===== src/rtl/alarm_controller_if.sv =====
// Bundle of time, alarm-setting, control and status signals shared between
// the alarm controller and whatever drives it.
interface alarm_controller_if #(
  parameter int NUM_ALARMS = 3
);
  logic                      tick_1hz;
  logic [5:0]                hour_decimal;
  logic [5:0]                minute_decimal;
  logic [5:0]                second_decimal;
  logic [6*NUM_ALARMS-1:0]   alarm_hour;
  logic [6*NUM_ALARMS-1:0]   alarm_minute;
  logic [6*NUM_ALARMS-1:0]   alarm_second;
  logic [NUM_ALARMS-1:0]     alarm_arm;
  logic                      ack;
  logic                      snooze;
  logic [NUM_ALARMS-1:0]     alarm_en;
  logic [NUM_ALARMS-1:0]     alarm_snoozing;
  logic                      any_ring;

  // Time source / user side: drives time, settings and buttons, observes status.
  modport master (
    output tick_1hz, hour_decimal, minute_decimal, second_decimal,
    output alarm_hour, alarm_minute, alarm_second, alarm_arm, ack, snooze,
    input  alarm_en, alarm_snoozing, any_ring
  );

  // Controller side.
  modport slave (
    input  tick_1hz, hour_decimal, minute_decimal, second_decimal,
    input  alarm_hour, alarm_minute, alarm_second, alarm_arm, ack, snooze,
    output alarm_en, alarm_snoozing, any_ring
  );
endinterface


===== src/rtl/alarm_controller.sv =====
// Multi-channel alarm clock controller. Each channel watches for its alarm
// time, rings for RING_SECS ticks, and can be snoozed up to MAX_SNOOZE times
// for SNOOZE_SECS ticks each. ack / snooze act on all channels at once.
// rst_n is an active-high synchronous reset despite its name.
module alarm_controller #(
  parameter int NUM_ALARMS  = 3,
  parameter int RING_SECS   = 10,
  parameter int SNOOZE_SECS = 300,
  parameter int MAX_SNOOZE  = 3
) (
  input  logic          clk,
  input  logic          rst_n,
  alarm_controller_if.slave bus
);

  localparam int RING_W = $clog2(RING_SECS + 1);
  localparam int SNZ_W  = $clog2(SNOOZE_SECS + 1);
  localparam int CNT_W  = (MAX_SNOOZE > 0) ? $clog2(MAX_SNOOZE + 1) : 1;

  localparam logic [RING_W-1:0] RING_LOAD = RING_W'(RING_SECS);
  localparam logic [SNZ_W-1:0]  SNZ_LOAD  = SNZ_W'(SNOOZE_SECS);
  localparam logic [CNT_W-1:0]  CNT_MAX   = CNT_W'(MAX_SNOOZE);

  typedef enum logic [1:0] {
    IDLE   = 2'd0,
    RING   = 2'd1,
    SNOOZE = 2'd2
  } state_t;

  logic [NUM_ALARMS-1:0] en_n;
  logic [NUM_ALARMS-1:0] snz_n;
  logic                  post_rst;

  // Low for the first cycle after reset so a match already present at release
  // only loads match_q and cannot look like a fresh rising edge.
  always_ff @(posedge clk) begin
    if (rst_n) post_rst <= 1'b0;
    else       post_rst <= 1'b1;
  end

  for (genvar i = 0; i < NUM_ALARMS; i++) begin : g_ch
    state_t            state, state_n;
    logic [RING_W-1:0] ring_cnt, ring_cnt_n;
    logic [SNZ_W-1:0]  snz_cnt, snz_cnt_n;
    logic [CNT_W-1:0]  snz_num, snz_num_n;
    logic              match, match_q, trigger;

    assign match   = bus.alarm_arm[i]
                   && (bus.hour_decimal   == bus.alarm_hour[6*i +: 6])
                   && (bus.minute_decimal == bus.alarm_minute[6*i +: 6])
                   && (bus.second_decimal == bus.alarm_second[6*i +: 6]);
    assign trigger = match && !match_q && post_rst;

    // Channel state, counters and match history.
    always_ff @(posedge clk) begin
      if (rst_n) begin
        state    <= IDLE;
        ring_cnt <= '0;
        snz_cnt  <= '0;
        snz_num  <= '0;
        match_q  <= 1'b0;
      end else begin
        state    <= state_n;
        ring_cnt <= ring_cnt_n;
        snz_cnt  <= snz_cnt_n;
        snz_num  <= snz_num_n;
        match_q  <= match;
      end
    end

    // Next state: ack beats snooze, either beats a coincident tick; disarm beats all.
    always_comb begin
      state_n    = state;
      ring_cnt_n = ring_cnt;
      snz_cnt_n  = snz_cnt;
      snz_num_n  = snz_num;
      if (!bus.alarm_arm[i]) begin
        state_n    = IDLE;
        ring_cnt_n = '0;
        snz_cnt_n  = '0;
        snz_num_n  = '0;
      end else begin
        case (state)
          IDLE: begin
            if (trigger) begin
              state_n    = RING;
              ring_cnt_n = RING_LOAD;
            end
          end
          RING: begin
            if (bus.ack || (bus.snooze && (snz_num >= CNT_MAX))) begin
              state_n    = IDLE;
              ring_cnt_n = '0;
              snz_num_n  = '0;
            end else if (bus.snooze) begin
              state_n    = SNOOZE;
              ring_cnt_n = '0;
              snz_cnt_n  = SNZ_LOAD;
              snz_num_n  = snz_num + CNT_W'(1);
            end else if (bus.tick_1hz) begin
              if (ring_cnt <= RING_W'(1)) begin
                state_n    = IDLE;
                ring_cnt_n = '0;
                snz_num_n  = '0;
              end else begin
                ring_cnt_n = ring_cnt - RING_W'(1);
              end
            end
          end
          SNOOZE: begin
            if (bus.ack) begin
              state_n   = IDLE;
              snz_cnt_n = '0;
              snz_num_n = '0;
            end else if (bus.tick_1hz) begin
              if (snz_cnt <= SNZ_W'(1)) begin
                state_n    = RING;
                snz_cnt_n  = '0;
                ring_cnt_n = RING_LOAD;
              end else begin
                snz_cnt_n = snz_cnt - SNZ_W'(1);
              end
            end
          end
          default: begin
            state_n    = IDLE;
            ring_cnt_n = '0;
            snz_cnt_n  = '0;
            snz_num_n  = '0;
          end
        endcase
      end
    end

    assign en_n[i]  = (state_n == RING);
    assign snz_n[i] = (state_n == SNOOZE);
  end

  // Registered status outputs, aligned with the channel state registers.
  always_ff @(posedge clk) begin
    if (rst_n) begin
      bus.alarm_en       <= '0;
      bus.alarm_snoozing <= '0;
      bus.any_ring       <= 1'b0;
    end else begin
      bus.alarm_en       <= en_n;
      bus.alarm_snoozing <= snz_n;
      bus.any_ring       <= |en_n;
    end
  end

endmodule


===== src/flat_wrapper.sv =====
// flat-port wrapper written by rule: the top's interface ports become plain ports
module alarm_controller_flat 
#(
  parameter int NUM_ALARMS  = 3,
  parameter int RING_SECS   = 10,
  parameter int SNOOZE_SECS = 300,
  parameter int MAX_SNOOZE  = 3
)
  (clk, rst_n, bus_tick_1hz, bus_hour_decimal, bus_minute_decimal, bus_second_decimal, bus_alarm_hour, bus_alarm_minute, bus_alarm_second, bus_alarm_arm, bus_ack, bus_snooze, bus_alarm_en, bus_alarm_snoozing, bus_any_ring);
  alarm_controller_if #(.NUM_ALARMS(NUM_ALARMS)) bus_i ();
  input  logic clk;
  input  logic rst_n;
  input wire logic [$bits(bus_i.tick_1hz)-1:0] bus_tick_1hz;
  input wire logic [$bits(bus_i.hour_decimal)-1:0] bus_hour_decimal;
  input wire logic [$bits(bus_i.minute_decimal)-1:0] bus_minute_decimal;
  input wire logic [$bits(bus_i.second_decimal)-1:0] bus_second_decimal;
  input wire logic [$bits(bus_i.alarm_hour)-1:0] bus_alarm_hour;
  input wire logic [$bits(bus_i.alarm_minute)-1:0] bus_alarm_minute;
  input wire logic [$bits(bus_i.alarm_second)-1:0] bus_alarm_second;
  input wire logic [$bits(bus_i.alarm_arm)-1:0] bus_alarm_arm;
  input wire logic [$bits(bus_i.ack)-1:0] bus_ack;
  input wire logic [$bits(bus_i.snooze)-1:0] bus_snooze;
  output wire logic [$bits(bus_i.alarm_en)-1:0] bus_alarm_en;
  output wire logic [$bits(bus_i.alarm_snoozing)-1:0] bus_alarm_snoozing;
  output wire logic [$bits(bus_i.any_ring)-1:0] bus_any_ring;
  assign bus_i.tick_1hz = bus_tick_1hz;
  assign bus_i.hour_decimal = bus_hour_decimal;
  assign bus_i.minute_decimal = bus_minute_decimal;
  assign bus_i.second_decimal = bus_second_decimal;
  assign bus_i.alarm_hour = bus_alarm_hour;
  assign bus_i.alarm_minute = bus_alarm_minute;
  assign bus_i.alarm_second = bus_alarm_second;
  assign bus_i.alarm_arm = bus_alarm_arm;
  assign bus_i.ack = bus_ack;
  assign bus_i.snooze = bus_snooze;
  assign bus_alarm_en = bus_i.alarm_en;
  assign bus_alarm_snoozing = bus_i.alarm_snoozing;
  assign bus_any_ring = bus_i.any_ring;
  alarm_controller #(.NUM_ALARMS(NUM_ALARMS), .RING_SECS(RING_SECS), .SNOOZE_SECS(SNOOZE_SECS), .MAX_SNOOZE(MAX_SNOOZE)) u_core (.clk(clk), .rst_n(rst_n), .bus(bus_i));
endmodule

===== config.mk =====
export PLATFORM = sky130hd
export DESIGN_NAME = alarm_controller_flat
export DESIGN_NICKNAME = d
export VERILOG_FILES = /design/src/rtl/alarm_controller_if.sv /design/src/rtl/alarm_controller.sv /design/src/flat_wrapper.sv
export SDC_FILE = /design/constraint.sdc
export NUM_CORES = 1
export LEC_CHECK = 0
export CAP_MARGIN = 20
export CELL_PAD_IN_SITES_DETAIL_PLACEMENT = 1
export CELL_PAD_IN_SITES_GLOBAL_PLACEMENT = 2
export CORE_UTILIZATION = 27
export DETAILED_ROUTE_END_ITERATION = 7
export PLACE_DENSITY = 0.86
export SYNTH_ARGS = -nofsm -noshare
export SYNTH_HDL_FRONTEND = slang
export SYNTH_SLANG_ARGS = --single-unit

===== constraint.sdc =====
create_clock -name clk -period 1.95 [get_ports clk]
set_input_delay 0.39 -clock clk [delete_from_list [all_inputs] [get_ports clk]]
set_output_delay 0.39 -clock clk [all_outputs]
set_load 0.005 [all_outputs]

==> run metrics <==
multi-input logic area=3472 um^2; drt first pass iters=4; grt total ovfl=0; initial core utilization=27.67%; count of cell types in the netlist=55; drt drc=0; asr flop ratio synth=0%; worst path required time=2.22 ns; DRT iter0 DRCs=270; Post-Syn Area=4190 um^2; share of layout cells above drive strength 1=40.76%; Fmax=0.4458 GHz; Overall Power=3.428 mW; routed len/inst=18.28 um; Antenna Nets Post-Route=0; P_leak=2.892 nW; Final Max Tran Viols=0; Slew @ Worst Pin=0.4734 ns; Syn. warnings=0; Die Height=126.6 um; final setup vio count=21; CORE AREA=15150 um^2; CTS tree=done; Total GRT Usage=20.74%; Buffers on Ports=86; post-synth net total=642; Worst Skew=0.004931 ns; Layout fillers=1726; global-route wire length before repair=26010 um; clock slew at reported path FFs=0.06 ns; Vias/cell=5.107; sequential fraction of the synthesis area=29.62%; Synth Area per Inst=7.876 um^2; Setup CP Type=register to register; Cells after Synth=532; largest net degree at the start of global routing=18; Synth Flop Type=dfxtp_1; post-layout min period=2.243 ns; max_slew headroom=68.44%; # diodes=0; clk buf depth=2; area delta synth->final=74.65%; RSZ-0062 raised after global routing=yes; via count=4882; IO Pins=87; maximum vdd drop=0.3997 mV; CTS Root Buffer Type=clkbuf_16; sequential cell area=1257 um^2; initial antenna violation count=0; Worst-Skew Late Latency=0.34 ns; DIE AREA=16020 um^2; # rows=45; Final #Nets=873; P per Cell Area=468.4 nW/um^2; RePlAce Congestion=0.8253; outcome=finished with violations; PnR worst setup slack=-0.2933 ns; Die X=126.6 um; CP arrival=2.51 ns; Crit Path Max Fanout=7; MaxCap Viol Count=0; CTS sink count=62; FF+latch count, synth=62; vias in the first global route=5250; final hold vios=0; Critical Path End Type=register; H-tree levels=3; post-layout util=48.32%; Worst Setup Start Kind=register; Post-synth EDFFs=0; drt total wl=17470 um; DPL Wire Length=12020 um; min-delay worst type=register to register; Tcrit/Tclk final=115.0%; Num CTS Buffers=9; failing checks=negative setup slack
[cell families (layout without fill, tap and decap cells)]
family | count (synthesis) | count (layout) | share of synthesized area [%]
mux | 4 | 4 | 0.9854
compound gates | 124 | 124 | 17.86
simple gates | 212 | 212 | 26.58
xor+xnor | 59 | 59 | 12.33
buf+inv | 41 | 277 | 3.673
fa+ha+maj | 30 | 30 | 8.958
flops | 62 | 62 | 29.62
[through the flow]
stage / setup WS [ns] / setup TNS (ns) / hold WS [ns] / cells / area [um^2]
finish: -0.2933 / -2.751 / 0.4670 / 956 / 7318
global route: -0.3985 / -5.349 / 0.4990 / 956 / 7318
CTS: -0.2555 / -2.147 / 0.4742 / 944 / 6854
detailed placement: -0.8366 / -28.44 / 0.4580 / 918 / 6197
global placement: -0.7180 / -24.48 / 0.4422 / 918 / 6197
floorplan: -0.08343 / -0.4023 / 0.4319 / 532 / 4215
[synthesized netlist by cell type (all sizes together) (2+ instances only)]
library cell / n / area, um^2
nand3: 16 / 80.08
o22ai: 2 / 25.02
or4: 6 / 48.80
xnor2: 53 / 464.2
nor3b: 5 / 37.54
nor4: 9 / 83.83
nor2b: 8 / 50.05
a21boi: 4 / 30.03
or3b: 5 / 43.80
and3: 8 / 50.05
inv: 28 / 105.1
o311ai: 2 / 25.03
o21ai: 38 / 190.2
and2: 8 / 50.05
dfxtp: 62 / 1241
nor2: 52 / 197.7
clkbuf: 13 / 48.80
nand4b: 3 / 26.28
a32oi: 2 / 17.52
o21bai: 2 / 15.01
xor2: 6 / 52.55
or3: 4 / 25.02
a211oi: 4 / 30.03
a21oi: 49 / 245.2
o41ai: 2 / 17.52
nand2b: 2 / 15.02
nand2: 42 / 160.2
a31oi: 6 / 37.54
ha: 30 / 375.4
nand4: 16 / 100.1
mux2i: 3 / 30.03
or2: 2 / 12.52
nor3: 25 / 125.1
o211ai: 4 / 30.03
[cell usage in the layout, fill, tap and decap left out, types with 5 or more instances in the layout]
master,count
nor3_2,7
o21ai_1,14
nand3_1,14
and2_1,7
nand2_1,36
xnor2_1,36
ha_2,5
clkdlybuf4s50_1,33
nor2b_1,5
clkbuf_2,8
dfxtp_1,51
xnor2_2,13
and3_1,5
nor2_1,47
a21oi_1,34
inv_1,22
clkdlybuf4s15_2,5
dlygate4sd2_1,24
clkbuf_16,9
nand4_1,16
xor2_1,6
ha_1,19
clkdlybuf4s15_1,6
nor3_1,18
o21ai_0,22
buf_6,18
buf_2,8
a21oi_2,15
dfxtp_2,10
ha_4,6
buf_4,130
[path summary, 6_finish.rpt]
kind	start	end	slack, ns	cells after the start
worst max-delay path	u_core.g_ch[2].snz_cnt[2]	u_core.g_ch[2].ring_cnt[0]	-0.29	7
worst min-delay path	u_core.g_ch[0].snz_cnt[8]	u_core.g_ch[0].snz_cnt[8]	0.47	2
worst max register to register	u_core.g_ch[2].snz_cnt[2]	u_core.g_ch[2].ring_cnt[0]	-0.29	7
worst min register to register	u_core.g_ch[0].snz_cnt[8]	u_core.g_ch[0].snz_cnt[8]	0.47	2
[critical path, cell delays in order, from the launching register on]
cell and delay, ns:
dfxtp_2 0.32, or4_4 0.55, nor4_4 0.26, nand2_2 0.14
o22ai_4 0.21, nand2b_4 0.10, or4_4 0.43, a21oi_2 0.15
[sequential cells by signal, summed over array words and instances, names as in the netlist]
name	flops
u_core.g_ch.snz_cnt	27
u_core.g_ch.ring_cnt	12
u_core.g_ch.snz_num	6
u_core.g_ch.state	6
u_core.bus.alarm_en	3
u_core.bus.alarm_snoozing	3
u_core.g_ch.match_q	3
u_core.bus.any_ring	1
u_core.post_rst	1
[cell type report]
type	instances	share of cell area (%)
Multi-Input combinational cell	429	47.44
Timing Repair Buffer	233	26.38
Sequential cell	62	17.18
Clock buffer	11	3.454
Tap cell	188	3.214
Inverter	28	1.539
Clock inverter	5	0.7865
[per-layer routing]
metal	global-route usage (%)	up-vias	routed length (um)
li1	-	2353	-
met4	8.575	0	497
met3	4.386	36	738
met5	0	-	0
met1	22.14	2353	6781
met2	39.36	140	9456
[where the power goes]
part           switching (mW)  total, mW  internal (mW)
Clock                   0.612       1.67           1.06
Sequential           0.000892       1.27           1.27
Combinational           0.220      0.492          0.272
Total                   0.833       3.43           2.59
[timing repair]
item | 4_1_cts | 5_1_grt
cloned | 0 | 1
hold endpoints to repair | 0 | 0
pin swaps | 48 | 40
gates resized for setup | 164 | 132
setup buffers | 13 | 14
endpoints found under the setup margin | 49 | 45
hold buffers | 0 | 0
Power figures use the tool's default switching activity.
